## src/rtl/peak_find.sv

```systemverilog
// Per-frame peak detector: tracks the brightest pixel of each frame and its (X, Y).
// The result is reported once, at frame end, with a one-cycle PeakValid pulse.
module peak_find #(
    parameter int XW = 8,
    parameter int YW = 8
) (
    input  logic          Clk,
    input  logic          nReset,
    input  logic [7:0]    PixelIn,
    input  logic          FrameIn,
    input  logic          LineIn,
    input  logic [7:0]    Threshold,
    output logic [7:0]    PeakValue,
    output logic [XW-1:0] PeakX,
    output logic [YW-1:0] PeakY,
    output logic          PeakFound,
    output logic          PeakValid
);

    localparam logic [XW-1:0] X_MAX = '1;
    localparam logic [YW-1:0] Y_MAX = '1;

    logic          frame_d;
    logic          line_d;
    logic [XW-1:0] x_cnt;
    logic [YW-1:0] y_cnt;
    logic          armed;
    logic          first;
    logic [7:0]    max_val;
    logic [XW-1:0] max_x;
    logic [YW-1:0] max_y;

    logic pix_valid;
    logic frame_rise;
    logic frame_fall;
    logic line_fall;
    logic report;
    logic trk_armed;
    logic trk_first;
    logic take_pixel;

    always_comb begin
        pix_valid  = FrameIn & LineIn;
        frame_rise = ~frame_d & FrameIn;
        frame_fall = frame_d & ~FrameIn;
        line_fall  = line_d & ~LineIn;
        report     = frame_fall & armed;
        // A pixel arriving in the same cycle as the frame rise belongs to the new frame.
        trk_armed  = armed | frame_rise;
        trk_first  = first | frame_rise;
        take_pixel = pix_valid & trk_armed & (trk_first | (PixelIn > max_val));
    end

    always_ff @(posedge Clk or negedge nReset) begin
        if (!nReset) begin
            // Edge history starts high so a frame already running is not seen as new.
            frame_d   <= 1'b1;
            line_d    <= 1'b1;
            x_cnt     <= '0;
            y_cnt     <= '0;
            armed     <= 1'b0;
            first     <= 1'b0;
            max_val   <= '0;
            max_x     <= '0;
            max_y     <= '0;
            PeakValue <= '0;
            PeakX     <= '0;
            PeakY     <= '0;
            PeakFound <= 1'b0;
            PeakValid <= 1'b0;
        end else begin
            frame_d <= FrameIn;
            line_d  <= LineIn;

            if (!LineIn)
                x_cnt <= '0;
            else if (pix_valid && x_cnt != X_MAX)
                x_cnt <= x_cnt + XW'(1);

            if (!FrameIn)
                y_cnt <= '0;
            else if (line_fall && y_cnt != Y_MAX)
                y_cnt <= y_cnt + YW'(1);

            // Clearing the running max at frame start makes an empty frame report zeros.
            if (frame_rise) begin
                armed   <= 1'b1;
                first   <= 1'b1;
                max_val <= '0;
                max_x   <= '0;
                max_y   <= '0;
            end else if (report) begin
                armed <= 1'b0;
            end

            if (take_pixel) begin
                max_val <= PixelIn;
                max_x   <= x_cnt;
                max_y   <= y_cnt;
                first   <= 1'b0;
            end

            PeakValid <= report;
            if (report) begin
                PeakValue <= max_val;
                PeakX     <= max_x;
                PeakY     <= max_y;
                PeakFound <= ~first & (max_val >= Threshold);
            end
        end
    end

endmodule

```

## config.mk

```make
export PLATFORM = sky130hd
export DESIGN_NAME = peak_find
export DESIGN_NICKNAME = d
export VERILOG_FILES = /design/src/rtl/peak_find.sv
export SDC_FILE = /design/constraint.sdc
export NUM_CORES = 1
export LEC_CHECK = 0
export ABC_CLOCK_PERIOD_IN_PS = 2700
export CAP_MARGIN = 10
export CORE_MARGIN = 1.5
export CORE_UTILIZATION = 47
export CTS_CLUSTER_DIAMETER = 100
export DETAILED_ROUTE_END_ITERATION = 8
export DONT_BUFFER_PORTS = 1
export HOLD_SLACK_MARGIN = 0.15
export PLACE_DENSITY = 0.58
export SYNTH_ARGS = -nofsm -noshare
export SYNTH_HDL_FRONTEND = slang
export SYNTH_SLANG_ARGS = --single-unit
export TNS_END_PERCENT = 100
```

## constraint.sdc

```tcl
create_clock -name Clk -period 2.7 [get_ports Clk]
set_input_delay 0.27 -clock Clk [delete_from_list [all_inputs] [get_ports Clk]]
set_output_delay 0.27 -clock Clk [all_outputs]
set_load 0.05 [all_outputs]
```

==> qor.yml <==
clocking:
  clock-sinks: 70
  postCtsSetupRepairBufs: 0
  htree_levels: 3
  clkTransAtPathRegs_ns: 0.08
  cts_root_buf: "clkbuf_8"
  clockBufferDepth: 2
  cts_inserted_buffers: 9
  tritoncts: "built"
  clk_latency_ns: 0.35
final_layout:
  antennaDiodeCount: 0
  area_delta_synth_final_pct: 11.6
  final-seq-area_sq_mm: 0.00175
  nets: 362
  drive_above_1_share_pct: 10.0
  stdcell_count: 409
  fill_cells: 619
  multi_input_area_sq_mm: 0.00133
grt:
  antenna_found_initial: 0
  overflow: 0
  grt_first_pass_wirelength_microns: 10900
  grt_usage_pct: 19.0
  grt_max_degree: 71
  grt_pass1_vias: 2251
route:
  wl_microns: 6550
  routedWlPerCell_microns: 16.0
  dr_total_vias: 2213
  drt_iter0_drc: 162
  vias_per_cell: 5.41
  drcViolationCount: 0
  drtPass1Iterations: 4
  postRouteAntennaNets: 0
power_and_ir_drop:
  ir_worst_vdd_mv: 0.233
  p_leak_nw: 1.83
  combPwrFrac_pct: 15.4
  clockPowerShare_pct: 30.3
  p_int_mw: 1.69
  switchingPower_uw: 979
  pwr-share-seq_pct: 54.3
  switching_share_pct: 36.7
  power_density_mw_per_mm2: 737
floorplan:
  rows: 30
  die_w_microns: 86.1
  die_area_sq_mm: 0.00742
  floorplan.core_area_sq_mm: 0.00672
  ioPinCount: 46
  die_h_microns: 86.1
  start_util_pct: 48.3
setup_path:
  worstPathArrival_ns: 2.60
  rrSetupSlack_ns: 0.39
  r2r_cells: 8
  rr_startpoint: "max_val[1]$_DFFE_PN0P_"
  crit_type: "flop to flop"
  crit_path_start_kind: "flop"
  cp_slowest_cell: "o41ai_4"
  cp_data_required_time_ns: 2.99
  cp_max_fo: 16
  cp_cell_sequence: "inv_1 > ha_1 > nor2b_1 > o211ai_2 > a21oi_2 > o41ai_4 > buf_4 > a22o_1"
  r2r-end: "max_x[1]$_DFFE_PN0P_"
  setup.worst_path.start: "max_val[1]$_DFFE_PN0P_"
  slowest_delay_ns: 0.63
  critPathCaptureType: "flop"
timing:
  rsz0062_at_grt: "no"
  timing.final.hold_violations: 0
  slew_violations: 0
  setup_viol_count_final: 0
  setup_ws_ns: 0.392
  fin_setup_tns_ns: 0
  fin_crit_sh_pct: 85.5
  tightest_slew_ns: 0.620
  fin_skew_ns: 0.0139
  slew_headroom_pct: 58.5
  max_freq_mhz: 433
  min_period_ns: 2.31
synth:
  synth_cell_types: 46
  synth_edf_count: 0
  synth_top_family_by_area: "compound AO/OA/AOI/OAI gates"
  synthTopCellsByCount: "dfrtp_1, nand2_1, a22o_1"
  seq_area_frac_synth_pct: 54.0
  synth-async-reset-ratio_pct: 100
  ys_top_cells_by_area: "dfrtp_1, nand2_1, ha_1"
  avgSynthCellArea_sq_um: 10.5
  yosysMostFrequentCell: "dfrtp_1"
  synthAdderAreaFrac_pct: 6.94
  ys.flop_type: "dfrtp_1"
  synth-compound-area-share_pct: 16.7
  synth_simple_gate_area_share_pct: 15.1
  yosys.area_share.xor_xnor_pct: 1.62
  yosysTopAreaCell: "dfrtp_1"
  synth_area_sq_mm: 0.00325
  synth-seq-cells: 70
  synth_nets: 346
  syn_inst: 308
  synth_top_area_share_pct: 52.4
  yosysWarnings: 0
  synthMuxAreaShare_pct: 0.617
placed_design:
  place_ws_ns: 0.427
  gp_congestion: 0.834
  place_inst: 381
  dp.final_hpwl_microns: 4330
  io_buffers: 0
hold_path:
  min_from: "LineIn"
  min_delay_path_depth: 3
  min_to: "first$_DFFE_PN0P_"
  hold_path.class: "input port to flop"
job:
  cap_violations: 0
outcome:
  status: "finished clean"
-- per-layer routing --
metal,GRT usage [%],share of wire [%],vias up
li1,-,-,1109
met1,27.0,51,1053
met2,28.6,43,43
met3,4.14,4.6,8
met4,7.48,1.3,0
met5,0,0,-
-- logic make-up (layout without fill, tap and decap cells) --
logic type               count (synthesis)  after routing
AO/OA/AOI/OAI                           71             71
XOR/XNOR                                 6              6
adder cells (fa/ha/maj)                 18             18
buffers and inverters                   34             55
flip-flops                              70             70
multiplexers                             2              2
AND/OR/NAND/NOR                        107            107
-- state kept, by name, indices dropped and copies added, names as in the netlist --
register / flops
first: 1
x_cnt: 8
frame_d: 1
PeakFound: 1
line_d: 1
armed: 1
PeakY: 8
max_y: 8
PeakX: 8
y_cnt: 8
max_val: 8
PeakValue: 8
max_x: 8
PeakValid: 1
-- through the flow --
stage	total power, mW	hold slack (ns)	utilization [%]	cell area (sq um)
2_1_floorplan	1.76	-0.0256	-	3250
3_3_place_gp	1.83	-0.0237	49.1	3300
3_5_place_dp	1.84	-0.0235	49.1	3300
4_1_cts	2.69	0.155	53.9	3620
5_1_grt	2.80	0.203	53.9	3620
6_report	2.67	0.166	53.9	3620
-- cell usage in the layout, fill, tap and decap left out, types with 6 or more instances in the layout --
| master | instances |
|---|---|
| clkbuf_8 | 9 |
| o21ai_0 | 16 |
| dlygate4sd3_1 | 11 |
| and3_1 | 6 |
| nor2_1 | 13 |
| ha_1 | 18 |
| dfrtp_1 | 68 |
| a21oi_1 | 9 |
| a22o_1 | 25 |
| inv_1 | 22 |
| nand2_1 | 63 |
| a21o_1 | 6 |
-- worst max-delay path by stage --
stage / endpoint / slack (ns)
2_1_floorplan: max_y[4]$_DFFE_PN0P_ / 0.81
3_3_place_gp: max_y[5]$_DFFE_PN0P_ / 0.47
3_5_place_dp: max_x[1]$_DFFE_PN0P_ / 0.43
4_1_cts: max_x[1]$_DFFE_PN0P_ / 0.40
5_1_grt: max_x[4]$_DFFE_PN0P_ / 0.25
6_report: max_x[1]$_DFFE_PN0P_ / 0.39
-- critical path: cells and delay by family, from the launching register on --
family / cells / cell delay (ns)
fa+ha+maj: 1 / 0.29
flops: 1 / 0.38
simple gates: 1 / 0.14
buf+inv: 2 / 0.38
compound gates: 4 / 1.04
-- power by group through the flow --
stage          clock network (mW)  logic, mW  registers, mW
3_5_place_dp                    0      0.368           1.47
4_1_cts                     0.826      0.415           1.45
2_1_floorplan                   0      0.310           1.44
3_3_place_gp                    0      0.358           1.47
5_1_grt                     0.864      0.472           1.47
6_report                    0.809      0.412           1.45
-- layout make-up --
| class | instances | area share [%] |
|---|---|---|
| Clock buffer | 9 | 3.42 |
| Clock inverter | 7 | 1.73 |
| Inverter | 24 | 2.49 |
| Multi-Input combinational cell | 204 | 36.8 |
| Sequential cell | 70 | 48.4 |
| Tap cell | 80 | 2.76 |
| Timing Repair Buffer | 15 | 4.42 |
-- what timing repair did --
action / CTS / global route
resized for setup: 0 / 0
hold buffers: 12 / 0
hold endpoints to repair: 90 / 0
No activity file was read; power rests on OpenSTA's default activity.
